**src/rtl/sem_write_arbiter.sv**
```systemverilog
// Round-robin arbiter sharing the semaphore FIFO write port between N_REQ cores,
// with optional per-owner locking for atomic bursts of up to MAX_BURST words.
module sem_write_arbiter #(
   parameter int N_REQ      = 4,
   parameter int DATA_WIDTH = 1,
   parameter int MAX_BURST  = 4,
   parameter int ID_WIDTH   = $clog2(N_REQ)
) (
   input  logic                        clk,
   input  logic                        rst,
   input  logic [N_REQ-1:0]            req_valid,
   input  logic [N_REQ-1:0]            req_lock,
   input  logic [N_REQ*DATA_WIDTH-1:0] req_data,
   output logic [N_REQ-1:0]            req_ack,
   output logic [DATA_WIDTH-1:0]       fifo_data_out,
   output logic                        fifo_wr_en,
   input  logic                        fifo_full,
   output logic [ID_WIDTH-1:0]         grant_id,
   output logic                        owner_locked
);

   localparam int CNT_W = $clog2(MAX_BURST + 1);

   typedef enum logic [1:0] {IDLE, XFER, LOCKED} state_t;

   state_t                state, state_nxt;
   logic [ID_WIDTH-1:0]   rr_ptr, rr_ptr_nxt;
   logic [CNT_W-1:0]      burst_cnt, burst_cnt_nxt;
   logic                  lock_flag, lock_flag_nxt;
   logic [ID_WIDTH-1:0]   grant_nxt;
   logic [ID_WIDTH-1:0]   pick;
   logic [N_REQ-1:0]      ack_nxt;
   logic [DATA_WIDTH-1:0] data_nxt;
   logic                  wr_en_nxt;
   logic                  locked_nxt;

   // First eligible requester scanning upward from ptr, wrapping modulo N_REQ.
   function automatic logic [ID_WIDTH-1:0] rr_pick(input logic [N_REQ-1:0]    elig,
                                                   input logic [ID_WIDTH-1:0] ptr);
      logic [ID_WIDTH-1:0] w;
      logic                found;
      int                  idx;
      w     = '0;
      found = 1'b0;
      for (int k = 0; k < N_REQ; k++) begin
         idx = (int'(ptr) + k) % N_REQ;
         if (!found && elig[idx]) begin
            w     = idx[ID_WIDTH-1:0];
            found = 1'b1;
         end
      end
      return w;
   endfunction

   function automatic logic [ID_WIDTH-1:0] next_id(input logic [ID_WIDTH-1:0] id);
      if (int'(id) == N_REQ - 1)
         return '0;
      else
         return id + 1'b1;
   endfunction

   function automatic logic [DATA_WIDTH-1:0] word_of(input logic [N_REQ*DATA_WIDTH-1:0] data,
                                                     input logic [ID_WIDTH-1:0]         id);
      return data[int'(id)*DATA_WIDTH +: DATA_WIDTH];
   endfunction

   assign pick = rr_pick(req_valid, rr_ptr);

   always_comb begin
      state_nxt     = state;
      rr_ptr_nxt    = rr_ptr;
      burst_cnt_nxt = burst_cnt;
      lock_flag_nxt = lock_flag;
      grant_nxt     = grant_id;
      ack_nxt       = '0;
      data_nxt      = '0;
      wr_en_nxt     = 1'b0;
      case (state)
         IDLE: begin
            if (!fifo_full && (|req_valid)) begin
               grant_nxt     = pick;
               data_nxt      = word_of(req_data, pick);
               lock_flag_nxt = req_lock[pick];
               ack_nxt[pick] = 1'b1;
               wr_en_nxt     = 1'b1;
               state_nxt     = XFER;
            end
         end
         XFER: begin
            // The registered strobes are live this cycle; only decide where to go next.
            if (lock_flag && (int'(burst_cnt) + 1 < MAX_BURST)) begin
               burst_cnt_nxt = burst_cnt + 1'b1;
               state_nxt     = LOCKED;
            end else begin
               burst_cnt_nxt = '0;
               rr_ptr_nxt    = next_id(grant_id);
               state_nxt     = IDLE;
            end
         end
         LOCKED: begin
            if (req_valid[grant_id] && !fifo_full) begin
               data_nxt          = word_of(req_data, grant_id);
               lock_flag_nxt     = req_lock[grant_id];
               ack_nxt[grant_id] = 1'b1;
               wr_en_nxt         = 1'b1;
               state_nxt         = XFER;
            end else if (!req_valid[grant_id] && !req_lock[grant_id]) begin
               burst_cnt_nxt = '0;
               rr_ptr_nxt    = next_id(grant_id);
               state_nxt     = IDLE;
            end
         end
         default: state_nxt = IDLE;
      endcase
      locked_nxt = (state_nxt == LOCKED);
   end

   always_ff @(posedge clk) begin
      if (rst) begin
         state         <= IDLE;
         rr_ptr        <= '0;
         burst_cnt     <= '0;
         lock_flag     <= 1'b0;
         grant_id      <= '0;
         req_ack       <= '0;
         fifo_data_out <= '0;
         fifo_wr_en    <= 1'b0;
         owner_locked  <= 1'b0;
      end else begin
         state         <= state_nxt;
         rr_ptr        <= rr_ptr_nxt;
         burst_cnt     <= burst_cnt_nxt;
         lock_flag     <= lock_flag_nxt;
         grant_id      <= grant_nxt;
         req_ack       <= ack_nxt;
         fifo_data_out <= data_nxt;
         fifo_wr_en    <= wr_en_nxt;
         owner_locked  <= locked_nxt;
      end
   end

   a_ack_onehot : assert property (@(posedge clk) disable iff (rst)
      fifo_wr_en |-> $onehot(req_ack));
   a_burst_bound : assert property (@(posedge clk) disable iff (rst)
      int'(burst_cnt) < MAX_BURST);

endmodule

```
**config.mk**
```make
export PLATFORM = sky130hd
export DESIGN_NAME = sem_write_arbiter
export DESIGN_NICKNAME = d
export VERILOG_FILES = /design/src/rtl/sem_write_arbiter.sv
export SDC_FILE = /design/constraint.sdc
export NUM_CORES = 1
export LEC_CHECK = 0
export ABC_AREA = 1
export BUFFER_PORTS_ARGS = -buffer_cell sky130_fd_sc_hd__clkbuf_2
export CORE_MARGIN = 3
export CORE_UTILIZATION = 58
export CTS_BUF_LIST = sky130_fd_sc_hd__clkbuf_8
export CTS_CLUSTER_SIZE = 30
export DETAILED_ROUTE_END_ITERATION = 8
export GPL_ROUTABILITY_DRIVEN = 0
export PLACE_DENSITY = 0.83
export SETUP_SLACK_MARGIN = 0.4
export SLEW_MARGIN = 20
export SYNTH_ARGS = -nofsm -noshare
export SYNTH_HDL_FRONTEND = slang
export SYNTH_SLANG_ARGS = --single-unit
```
**constraint.sdc**
```tcl
create_clock -name clk -period 3.8 [get_ports clk]
set_input_delay 0 -clock clk [delete_from_list [all_inputs] [get_ports clk]]
set_output_delay 0 -clock clk [all_outputs]
set_load 0.005 [all_outputs]
```
Yosys cells after proc, flatten, opt, wreduce, memory -nomap -nowiden:

Cells that the tools add are included.

* shifts and indexed selects: 2
* equality and inequality tests: 9
* muxes and demuxes: 54
* order comparisons: 9
* div/mod/pow operators: 0
* $add $sub $neg: 6
* multiply operators: 0
* bitwise gates (word level): 3
* reduce and logical (&&, ||, !) cells: 26

Operators with widths (count)
* $mux W2: 12
* $mux W1: 21
* $bmux W1 S2: 7
* $lt A3 B4 Y1 const B: 3
* $ne A2 B2 Y1 const B: 5
* $logic_and A1 B1 Y1: 9
* $lt A2 B3 Y1 const B: 3
* $mux W3: 3
* $mux W4: 2
* $pmux W4 S2: 1
* $shiftx A4 B3 Y1: 2
* $logic_not A1 Y1: 6
* $pmux W1 S2: 3
* $pmux W2 S3: 1
* $pmux W3 S2: 1
* $reduce_and A3 Y1: 2
* $reduce_or A2 Y1: 3
* $add A2 B1 Y2 const B: 2
* $add A2 B2 Y2 const B: 2
* $add A3 B1 Y4 const B: 1
* $demux W1 S2: 2
* $eq A2 B1 Y1 const B: 2
* $eq A2 B2 Y1 const B: 2
* $ge A2 B1 Y1 const B: 2
* other kinds (9): 12

* bits in writable memories: 0
* bits in read-only memories: 0
* latch bits: 0
* input bits: 15
* word-level logic and storage cells: 118
* memories: 0
* register bits after elaboration: 17
* output and inout port bits: 9

Longest topological paths before layout:

Gate-level depths: netlist of the first run.

* depth in word-level cells: 20
* depth in mapped cells: 17
* depth with buffers taken out: 16

Least setup slack after synthesis of the first run:

No wires, ideal clock.

* path kind: reg2reg
* start: register rr_ptr[0]
* end: register lock_flag
* data required time: 3668 ps
* setup time: 132 ps
* data arrival time: 1462 ps
* path slack: 2206 ps
* clock period less this slack: 1594 ps
* stages on the path, launching flop included: 15
* path buffers: 1
* path through: dfxtp_1 -> buf_6 -> nand2_1 -> nand2_2 -> nand2_2 -> nand2_4 -> nand3_4 -> nor2_4 -> nand2_1 -> nand2_4 -> inv_1 -> nand3_1 -> nand3_1 -> o21bai_1 -> a21oi_1

* word-level cells in the longest chain between the ends: 16
* elaborated cells between the ends (all ways): 31
* those cells by class: add/sub (3); mux (22); reduce/logical (6)

Ends and longest elaborated chain
* start: declaration: RTL line 27 `logic [ID_WIDTH-1:0] rr_ptr, rr_ptr_nxt;`
* start signal: assignment: RTL line 131 `rr_ptr <= rr_ptr_nxt;`
* $add A2 B1 Y2 / $bmux W1 S2 (equally long branches): RTL line 46, 47
* $bmux W1 S2 / $mux W1 (equally long branches): RTL line 47 `if (!found && elig[idx]) begin`
* $mux W1 (not written as such): RTL line 47
* $mux W1 (not written as such) / $logic_not A1 Y1 (equally long branches): RTL line 47
* $logic_and A1 B1 Y1: RTL line 47
* $mux W1: RTL line 47
* $logic_not A1 Y1: RTL line 47
* $logic_and A1 B1 Y1: RTL line 47
* $mux W1: RTL line 47
* $logic_not A1 Y1: RTL line 47
* $logic_and A1 B1 Y1: RTL line 47
* $mux W2 *: RTL line 47
* $bmux W1 S2 *: RTL line 83 `lock_flag_nxt = req_lock[pick];`
* $mux W1 (not written as such) *: RTL line 83
* $mux W1 *: RTL line 80 `if (!fifo_full && (|req_valid)) begin`
* $pmux W1 S2 *: RTL line 78 `case (state)`
* end signal: assignment: RTL line 133 `lock_flag <= lock_flag_nxt;`
* end: declaration: RTL line 29 `logic lock_flag, lock_flag_nxt;`

Every way passes the cells marked *; elsewhere a longest branch is shown, timed or not. The select of a mux whose other input is x is not followed.
A chain may end at the register's enable or synchronous reset.

Worst setup path after layout of the first run:

* start: register rr_ptr[0]
* end: register fifo_data_out

* word-level cells in the longest chain between the ends: 15
* elaborated cells between the ends (all ways): 30
* those cells by class: add/sub (3); shift (1); mux (20); reduce/logical (6)

Ends and longest elaborated chain
* $add A2 B1 Y2 / $bmux W1 S2 (equally long branches): RTL line 46, 47
* $bmux W1 S2 / $mux W1 (equally long branches): RTL line 47
* $mux W1 (not written as such): RTL line 47
* $mux W1 (not written as such) / $logic_not A1 Y1 (equally long branches): RTL line 47
* $logic_and A1 B1 Y1: RTL line 47
* $mux W1: RTL line 47
* $logic_not A1 Y1: RTL line 47
* $logic_and A1 B1 Y1: RTL line 47
* $mux W1: RTL line 47
* $logic_not A1 Y1: RTL line 47
* $logic_and A1 B1 Y1: RTL line 47
* $mux W2 *: RTL line 47
* $shiftx A4 B3 Y1 *: RTL line 64 `return data[int'(id)*DATA_WIDTH +: DATA_WIDTH];`
* $mux W1 *: RTL line 80
* $pmux W1 S2 *: RTL line 78
* end signal: assignment: RTL line 136 `fifo_data_out <= data_nxt;`
* end: declaration: RTL line 15 `output logic [DATA_WIDTH-1:0] fifo_data_out,`

Marks and branches as above.

==> results of run 1 <==
[per-layer routing]
metal | global-route usage [%] | routed length (um)
met5 | 0 | 0
met2 | 40.8 | 1380
met3 | 5.16 | 210
met1 | 33.6 | 1300
met4 | 8.73 | 36
[worst max-delay path, cell delays in order, from the launching register on]
cell and delay (ns):
dfxtp_1 0.56, inv_2 0.20, nand2_1 0.14, nand3_2 0.09
nand2_2 0.09, inv_2 0.05, nand3_1 0.08, nand2_2 0.06
o21ai_2 0.30, nand3b_1 0.12, nand3_1 0.08, nor2_1 0.05
nor2_1 0.10, nor2_1 0.05
[per-stage QoR]
stage / cell area (um2) / util, % / hold WS, ns / power, mW
finish: 1380 / 74.3 / 0.0895 / 0.517
global route: 1380 / 74.3 / 0.113 / 0.556
CTS: 1380 / 74.3 / 0.0855 / 0.520
detailed placement: 1340 / 71.9 / 0.358 / 0.386
global placement: 1340 / 71.9 / 0.356 / 0.380
floorplan: 1220 / - / 0.0691 / 0.345
[placed cells by master, fill, tap and decap left out, types with 3 or more instances in the layout]
cell | synthesis | final
clkbuf_2 | 0 | 23
clkbuf_8 | 0 | 3
inv_2 | 3 | 3
ha_1 | 5 | 5
nand2_1 | 58 | 58
o21ai_0 | 10 | 10
nor2_1 | 21 | 21
nand2_2 | 9 | 9
inv_1 | 20 | 20
nand3_1 | 12 | 12
a21oi_1 | 16 | 16
dfxtp_1 | 17 | 17
[synth_stat cells]
cell type,number
a32o_1,1
inv_2,3
nor3_1,1
dfxtp_1,17
a22oi_1,2
nor2_4,1
nor2_1,21
buf_2,1
buf_6,2
inv_1,20
nand2_1,58
nand3_2,2
o21ai_0,10
nand3b_1,1
o21ai_1,2
nand3_1,12
o21ai_2,1
nand2_2,9
ha_1,5
a21oi_1,16
nand2_4,2
o21bai_1,1
clkbuf_1,1
a41oi_1,1
nand3_4,1
nor2_2,2
[worst paths after layout]
kind,startpoint,to,slack [ns],cells after the start
hold / removal,rst,grant_id[0],0.09,2
hold reg to reg,burst_cnt[2],burst_cnt[2],0.47,2
setup reg to reg,rr_ptr[0],fifo_data_out,1.73,13
setup / recovery,rr_ptr[0],fifo_data_out,1.73,13
[where the power goes]
part / total, mW / internal, mW / switching, mW
clock: 0.132 / 0.0728 / 0.0590
sequential: 0.208 / 0.191 / 0.0169
combinational: 0.177 / 0.0631 / 0.114
total: 0.517 / 0.327 / 0.190
[logic make-up (layout without fill, tap and decap cells)]
group | after synthesis | count (layout)
and+or+nand+nor | 110 | 110
adders and majority gates | 5 | 5
AOI/OAI and AO/OA | 34 | 34
buffers and inverters | 27 | 50
DFF | 17 | 17
[state kept, by name, indices dropped and copies added (netlist names)]
register       flops
fifo_wr_en         1
lock_flag          1
req_ack            4
owner_locked       1
state              2
rr_ptr             2
grant_id           2
fifo_data_out      1
burst_cnt          3
[cell type report]
type / count / area [um2]
well taps: 25 / 31.3
multi-input cells: 149 / 762
fillers: 158 / 477
clock buffers: 3 / 41.3
inverters: 23 / 86.3
clock inverters: 1 / 5.00
flip-flops and latches: 17 / 340
repair buffers: 23 / 115
==> flow_summary.yaml, run 1 <==
floorplanning:
  rows: 15
  die-area_mm2: 0.00269
  placeableCoreArea_mm2: 0.00186
  io_pins: 24
  die_y_um: 51.9
  start_util_pct: 65.7
  die_w_um: 51.9
cts:
  postCtsHoldBufs: 0
  cts_resized: 0
  clk_path_buf_depth: 2
  htreeDepth: 1
  cts.sinks: 17
  root_buffer: "clkbuf_8"
  post_cts_buffers: 0
  clk_latency_ns: 0.25
  cts_tree: "done"
  cts_buffers: 3
  cts.clk_slew.worst_paths_ns: 0.06
sta:
  slew_viol_final: 0
  tightest_slew_ns: 0.531
  min_period_ns: 2.07
  rsz0062_at_grt: "no"
  setup_tns_ns: 0
  fmax_mhz: 483
  slew_headroom_pct: 64.5
  setup_viol: 0
  fin_skew_ns: 0.00211
  fin_crit_sh_pct: 54.5
  final_hold_viol_count: 0
  worst_slack_ns: 1.73
route:
  postRouteAntennaNets: 0
  drc: 0
  drt_first_pass_iters: 5
  num_vias: 1311
  wl_per_cell_um: 12.1
  drt-initial-drc-count: 31
  drt-total-wl_um: 2920
  viasPerCell: 5.44
worst_setup_path:
  critPathKind: "reg2reg"
  cp.arrival_ns: 2.21
  worstPathMaxFanout: 12
  cp_data_required_time_ns: 3.94
  end_kind: "flop"
  startpoint_type: "flop"
synthesis:
  synth_cell_type_count: 26
  synth_xor_area_share_pct: 0
  synthAdderAreaFrac_pct: 5.13
  netlist_area_mm2: 0.00122
  yosysTopAreaCell: "dfxtp_1"
  synth_fp_nets: 213
  synthTopCellsByArea: "dfxtp_1 (28%), nand2_1 (18%), a21oi_1 (6.6%)"
  synth_mux_area_share_pct: 0
  netlist.area_leader.share_pct: 27.9
  synthSimpleGateAreaFrac_pct: 41.7
  avgSynthCellArea_um2: 6.32
  synth_cells: 193
  ys_seq_area_share_pct: 27.9
  ys_warn_count: 0
  synth_top_family_by_area: "simple AND/OR/NAND/NOR gates"
  ys_ff_latch: 17
  synth_compound_area_share_pct: 15.6
global_route:
  grt_pass1_wl_um: 5140
  grt_util_all_layers_pct: 25.4
  grt_max_degree: 17
  first_global_vias: 1174
  grt-ovfl-total: 0
  grt_antenna_before_repair: 0
finish:
  layout-drive-gt1-share_pct: 22.2
  diodes: 0
  area_growth_pct: 13.2
  nets: 237
  fin_cells: 241
pwr:
  vdd_drop_max_v: 0.000377
  pwr_density_cell_mw_per_mm2: 375
  power_leakage_nw: 0.686
placed_design:
  dp.final_hpwl_um: 2320
  place_inst: 237
  port_buffers: 23
  dp_slack_ns: 1.76
run:
  cap_violations: 0
outcome:
  status: "complete, no violations"
worst_hold_path:
  hold_class: "in2reg"
No activity file was read; power rests on OpenSTA's default activity.
==> run 2: changes to the inputs <==
--- a/config.mk
+++ b/config.mk
@@ -7,13 +7,14 @@
 export LEC_CHECK = 0
 export ABC_AREA = 1
 export BUFFER_PORTS_ARGS = -buffer_cell sky130_fd_sc_hd__clkbuf_2
+export CORE_ASPECT_RATIO = 0.6
 export CORE_MARGIN = 3
-export CORE_UTILIZATION = 58
+export CORE_UTILIZATION = 51
 export CTS_BUF_LIST = sky130_fd_sc_hd__clkbuf_8
 export CTS_CLUSTER_SIZE = 30
 export DETAILED_ROUTE_END_ITERATION = 8
 export GPL_ROUTABILITY_DRIVEN = 0
-export PLACE_DENSITY = 0.83
+export PLACE_DENSITY = 0.78
 export SETUP_SLACK_MARGIN = 0.4
 export SLEW_MARGIN = 20
 export SYNTH_ARGS = -nofsm -noshare
==> constraint.sdc (replaced) <==
create_clock -name clk -period 1.75 [get_ports clk]
set_input_delay 0 -clock clk [delete_from_list [all_inputs] [get_ports clk]]
set_output_delay 0 -clock clk [all_outputs]
set_load 0.005 [all_outputs]
==> run 2 against run 1 <==
Compared with the run above: the flow now finishes with violations (setup timing); global-route usage is 1.3 points lower; register-to-register slack worse by 1.8 ns; utilization is 1.8 points higher; sequential share of layout area is 3.3 points lower; fmax is 13% higher; worst setup slack worse by 1.8 ns; final area is 22% higher; sequential power is 110% higher; largest cell class unchanged; highest routed layer unchanged.
==> flow_summary.yaml, run 2 (synthesized netlist as in run 1, its figures left out) <==
cts:
  root_buffer: "clkbuf_8"
  cts.clk_slew.worst_paths_ns: 0.06
  cts_buffers: 3
  cts_tree: "done"
  htreeDepth: 1
  clk_path_buf_depth: 2
  clk_latency_ns: 0.25
  cts.sinks: 17
run:
  cap_violations: 0
route:
  drt-initial-drc-count: 88
  wl_per_cell_um: 13.9
  postRouteAntennaNets: 0
  drt-total-wl_um: 3700
  num_vias: 1459
  viasPerCell: 5.48
  drt_first_pass_iters: 4
  drc: 0
sta:
  rsz0062_at_grt: "yes"
  fmax_mhz: 546
  fin_skew_ns: 0.000917
  final_hold_viol_count: 0
  min_period_ns: 1.83
  tightest_slew_ns: 0.340
  slew_headroom_pct: 77.3
  slew_viol_final: 0
  holdWs_ns: 0.0902
  setup_tns_ns: -0.244
  worst_slack_ns: -0.0800
  fin_crit_sh_pct: 105
  setup_viol: 4
worst_setup_path:
  startpoint_type: "flop"
  cp_slowest_cell: "dfxtp_4"
  cp.arrival_ns: 1.97
  critPathTopFamily: "simple AND/OR/NAND/NOR gates"
  crit_top_cell: "nor2_1"
  slowest_delay_ns: 0.38
  critPathKind: "reg2reg"
  worstPathMaxFanout: 5
  crit_path_cell_trace: "buf_6 > nand2_2 > nand2_2 > nand2_1 > nand2_1 > inv_1 > nor2_4 > o21ai_2 > nand3b_1 > nand3_1 > nor2_1 > nor2_1 > nor2_1"
  cp_data_required_time_ns: 1.89
  rr_worst_depth: 13
  r2r-start: "rr_ptr[0]"
  end_kind: "flop"
  reg2reg_slack_ns: -0.08
  worst-path-buf-inv: 2
  r2r-end: "fifo_data_out"
worst_hold_path:
  hold_class: "in2reg"
  holdPathEnd: "burst_cnt[1]"
  hp-start: "rst"
  hold-path-cell-count: 2
finish:
  reg.largest.list: "req_ack (4), burst_cnt (3)"
  area_growth_pct: 38.2
  largest_register_ffs: 4
  regMostFlops: "req_ack"
  final_cell_mix: "nand2_1 (51), clkbuf_2 (23), buf_4 (17)"
  layout-drive-gt1-share_pct: 43.6
  finalInstanceArea_mm2: 0.00169
  diodes: 0
  fillers: 156
  nets: 257
  final_common_cell: "nand2_1"
placed_design:
  place_area_mm2: 0.00141
  dp.final_hpwl_um: 2580
  port_buffers: 23
  dp_slack_ns: -0.0611
global_route:
  gr-max-usage-layer: "met2"
  grt_util_all_layers_pct: 24.1
  grt_antenna_before_repair: 0
  first_global_vias: 1232
  grt_pass1_wl_um: 5680
  grt_max_degree: 14
  use_met2_pct: 36.2
  use_met1_pct: 33.7
  grtUsageMet3_pct: 5.79
  grt-ovfl-total: 0
outcome:
  violations: "setup timing"
  status: "finished, violations left"
floorplanning:
  rows: 13
  die_w_um: 69.1
  die_y_um: 43.9
  io_pins: 24
  die-area_mm2: 0.00303
  placeableCoreArea_mm2: 0.00221
  start_util_pct: 55.1
pwr:
  power_leakage_nw: 0.813
  vdd_drop_max_v: 0.000551
  pwr_density_cell_mw_per_mm2: 770
-- run 2: cell count changes in the layout (fill, tap and decap cells not counted), sizes merged --
cell and delta:
buf +20, clkinv -1, inv +1
-- run 2: timing repair --
action | in CTS | in global routing
hold buffers | 0 | 0
setup buffers | 9 | 3
gates resized for setup | 16 | 35
pin swaps | 8 | 18
endpoints found under the setup margin | 14 | 16
-- run 2: area by class of cell --
cell class | instances | area [um2] | share of cell area, %
clock buffer | 3 | 41.3 | 2.45
clock inverter | 1 | 3.75 | 0.223
timing repair buffer | 43 | 277 | 16.4
multi-input combinational | 149 | 870 | 51.6
sequential | 17 | 360 | 21.4
tap | 30 | 37.5 | 2.23
inverter | 23 | 96.3 | 5.72
-- run 2: per-stage QoR --
| stage | utilization, % | total power [mW] | std cells |
|---|---|---|---|
| CTS | 70.3 | 1.21 | 263 |
| floorplan | - | 0.756 | 193 |
| finish | 76.2 | 1.30 | 266 |
| detailed placement | 63.8 | 0.889 | 250 |
| global placement | 63.8 | 0.873 | 250 |
| global route | 76.2 | 1.37 | 266 |
-- run 2: report_power, final --
group,internal [mW],leakage [nW],switching [mW]
clock network,0.156,0.0269,0.129
logic,0.232,0.643,0.334
registers,0.416,0.143,0.0302
total,0.805,0.813,0.493
-- run 2: worst max path at each step --
stage	startpoint	end	slack [ns]	cells after the start
after detailed placement	rr_ptr[0]	fifo_data_out	-0.06	14
final	rr_ptr[0]	fifo_data_out	-0.08	13
after global placement	rr_ptr[0]	fifo_data_out	0.05	14
after global routing	rr_ptr[0]	lock_flag	-0.25	15
after CTS	rr_ptr[0]	lock_flag	-0.04	14
after floorplan	rr_ptr[0]	lock_flag	0.17	15
-- run 2: per-layer routing --
layer | vias up | share of wire (%)
met4 | 0 | 2.1
met3 | 9 | 9.2
met1 | 663 | 44
li1 | 707 | -
met2 | 80 | 44
met5 | - | 0
==> run 3: changes to the inputs <==
--- a/config.mk
+++ b/config.mk
@@ -14,7 +14,7 @@
 export CTS_CLUSTER_SIZE = 30
 export DETAILED_ROUTE_END_ITERATION = 8
 export GPL_ROUTABILITY_DRIVEN = 0
-export PLACE_DENSITY = 0.78
+export PLACE_DENSITY = 0.8
 export SETUP_SLACK_MARGIN = 0.4
 export SLEW_MARGIN = 20
 export SYNTH_ARGS = -nofsm -noshare
==> run 3 against run 2 <==
Compared with the run above: the flow still finishes with violations (setup timing); sequential cell count is the same; global-route usage is 4.8 points higher; critical path depth increased by 2; non-clock buffer count increased by 13; worst setup slack worse by 0.23 ns; sequential share of layout area down 2.5 points; wire length increased by 49%; largest power group unchanged; highest routed layer unchanged.
==> flow_summary.yaml, run 3 (synthesized netlist as in run 1, its figures left out) <==
placed_design:
  place_inst: 249
  port_buffers: 23
  dp_slack_ns: -0.113
  dp.final_hpwl_um: 2770
sta:
  min_period_ns: 2.06
  slew_viol_final: 0
  fmax_mhz: 484
  setup_viol: 7
  worst_slack_ns: -0.314
  setup_tns_ns: -1.33
  final_hold_viol_count: 0
  slew_headroom_pct: 80.0
  rsz0062_at_grt: "yes"
  fin_crit_sh_pct: 118
  tightest_slew_ns: 0.299
  fin_skew_ns: 0.00824
finish:
  fillers: 115
  final_util_pct: 85.6
  regArea_um2: 358
  largest_register_ffs: 4
  nets: 270
  layout-drive-gt1-share_pct: 52.2
  regMostFlops: "req_ack"
  diodes: 0
  multi_input_area_um2: 938
  final_cell_mix: "nand2_1 (46), clkbuf_2 (23), buf_4 (21)"
  fin_cells: 279
  area_growth_pct: 55.2
  final_common_cell: "nand2_1"
  reg.largest.list: "req_ack (4), burst_cnt (3)"
outcome:
  violations: "setup timing"
  status: "finished, violations left"
route:
  wl_per_cell_um: 19.7
  viasPerCell: 6.21
  num_vias: 1732
  drt_first_pass_iters: 5
  drt-initial-drc-count: 220
  drt-total-wl_um: 5500
  drc: 0
  postRouteAntennaNets: 0
floorplanning:
  io_pins: 24
  start_util_pct: 55.1
  die_y_um: 43.9
  placeableCoreArea_mm2: 0.00221
  rows: 13
  die_w_um: 69.1
  die-area_mm2: 0.00303
worst_setup_path:
  rr_worst_depth: 15
  cp_data_required_time_ns: 1.91
  startpoint_type: "flop"
  r2r-end: "fifo_data_out"
  slowest_delay_ns: 0.42
  end_kind: "flop"
  critPathKind: "reg2reg"
  worstPathMaxFanout: 7
  crit_top_cell: "nor2_1"
  reg2reg_slack_ns: -0.31
  r2r-start: "rr_ptr[0]"
  crit_path_cell_trace: "inv_8 > buf_6 > nand2_2 > nand3_2 > nand2_2 > nand3_4 > nor2_4 > buf_4 > o21ai_4 > nor2_2 > inv_1 > o21ai_1 > nor2_1 > nor2_1 > nor2_1"
  cp.arrival_ns: 2.22
  cp_slowest_cell: "dfxtp_4"
cts:
  cts_buffers: 3
  clk_latency_ns: 0.27
  cts_tree: "done"
  root_buffer: "clkbuf_8"
  cts.clk_slew.worst_paths_ns: 0.07
  clk_path_buf_depth: 2
  postCtsHoldBufs: 0
  cts.sinks: 17
  htreeDepth: 1
pwr:
  vdd_drop_max_v: 0.000596
  pwr_density_cell_mw_per_mm2: 808
  power_leakage_nw: 0.892
global_route:
  grt_pass1_wl_um: 6800
  grt_antenna_before_repair: 0
  first_global_vias: 1525
  grt-ovfl-total: 0
  grt_max_degree: 14
  grt_util_all_layers_pct: 28.9
worst_hold_path:
  hp-start: "rst"
  hold_class: "in2reg"
  hold-path-cell-count: 2
  holdPathEnd: "fifo_data_out"
run:
  cap_violations: 0
## run 3: where the power goes
part,internal (mW),switching [mW]
sequential,0.417,0.0332
combinational,0.325,0.445
clock,0.157,0.152
total,0.898,0.631
## run 3: final cells by class
class | count | area share, %
Tap cell | 30 | 1.98
Multi-Input combinational cell | 149 | 49.6
Clock inverter | 1 | 0.198
Inverter | 23 | 5.62
Timing Repair Buffer | 56 | 21.5
Sequential cell | 17 | 18.9
Clock buffer | 3 | 2.18
## run 3: critical path: cells and delay by family, from the launching register on
kind                   cells  cell delay, ns
buffers and inverters      4            0.40
AO/OA/AOI/OAI              2            0.24
AND/OR/NAND/NOR            9            0.90
flip-flops                 1            0.42
## run 3: routing by layer
layer | global-route usage (%) | vias up | part of all wire [%]
li1 | - | 729 | -
met1 | 34.4 | 798 | 38
met2 | 49.1 | 158 | 44
met3 | 7.18 | 47 | 11
met4 | 15.6 | 0 | 7.0
met5 | 0 | - | 0
## run 3: how the worst max path moves through the flow
| stage | startpoint | cells past startpoint | endpoint | slack, ns |
|---|---|---|---|---|
| 6_report | rr_ptr[0] | 15 | fifo_data_out | -0.31 |
| 5_1_grt | rr_ptr[0] | 15 | fifo_data_out | -0.36 |
| 4_1_cts | rr_ptr[0] | 15 | fifo_data_out | -0.07 |
| 3_5_place_dp | rr_ptr[0] | 13 | lock_flag | -0.11 |
| 3_3_place_gp | rr_ptr[0] | 14 | fifo_data_out | 0.0009 |
| 2_1_floorplan | rr_ptr[0] | 15 | lock_flag | 0.17 |
## run 3: timing repair
| action | in CTS | in global routing |
|---|---|---|
| gates resized for setup | 39 | 47 |
| pin swaps | 16 | 26 |
| setup buffers | 14 | 12 |
| setup endpoints to repair | 14 | 16 |
## run 3: stage by stage
step	hold WS (ns)	total power, mW	area, um2
after floorplan	0.0691	0.756	1240
after global placement	0.343	0.869	1400
after detailed placement	0.358	0.893	1400
after CTS	0.0881	1.31	1670
after global routing	0.113	1.59	1890
final	0.108	1.53	1890
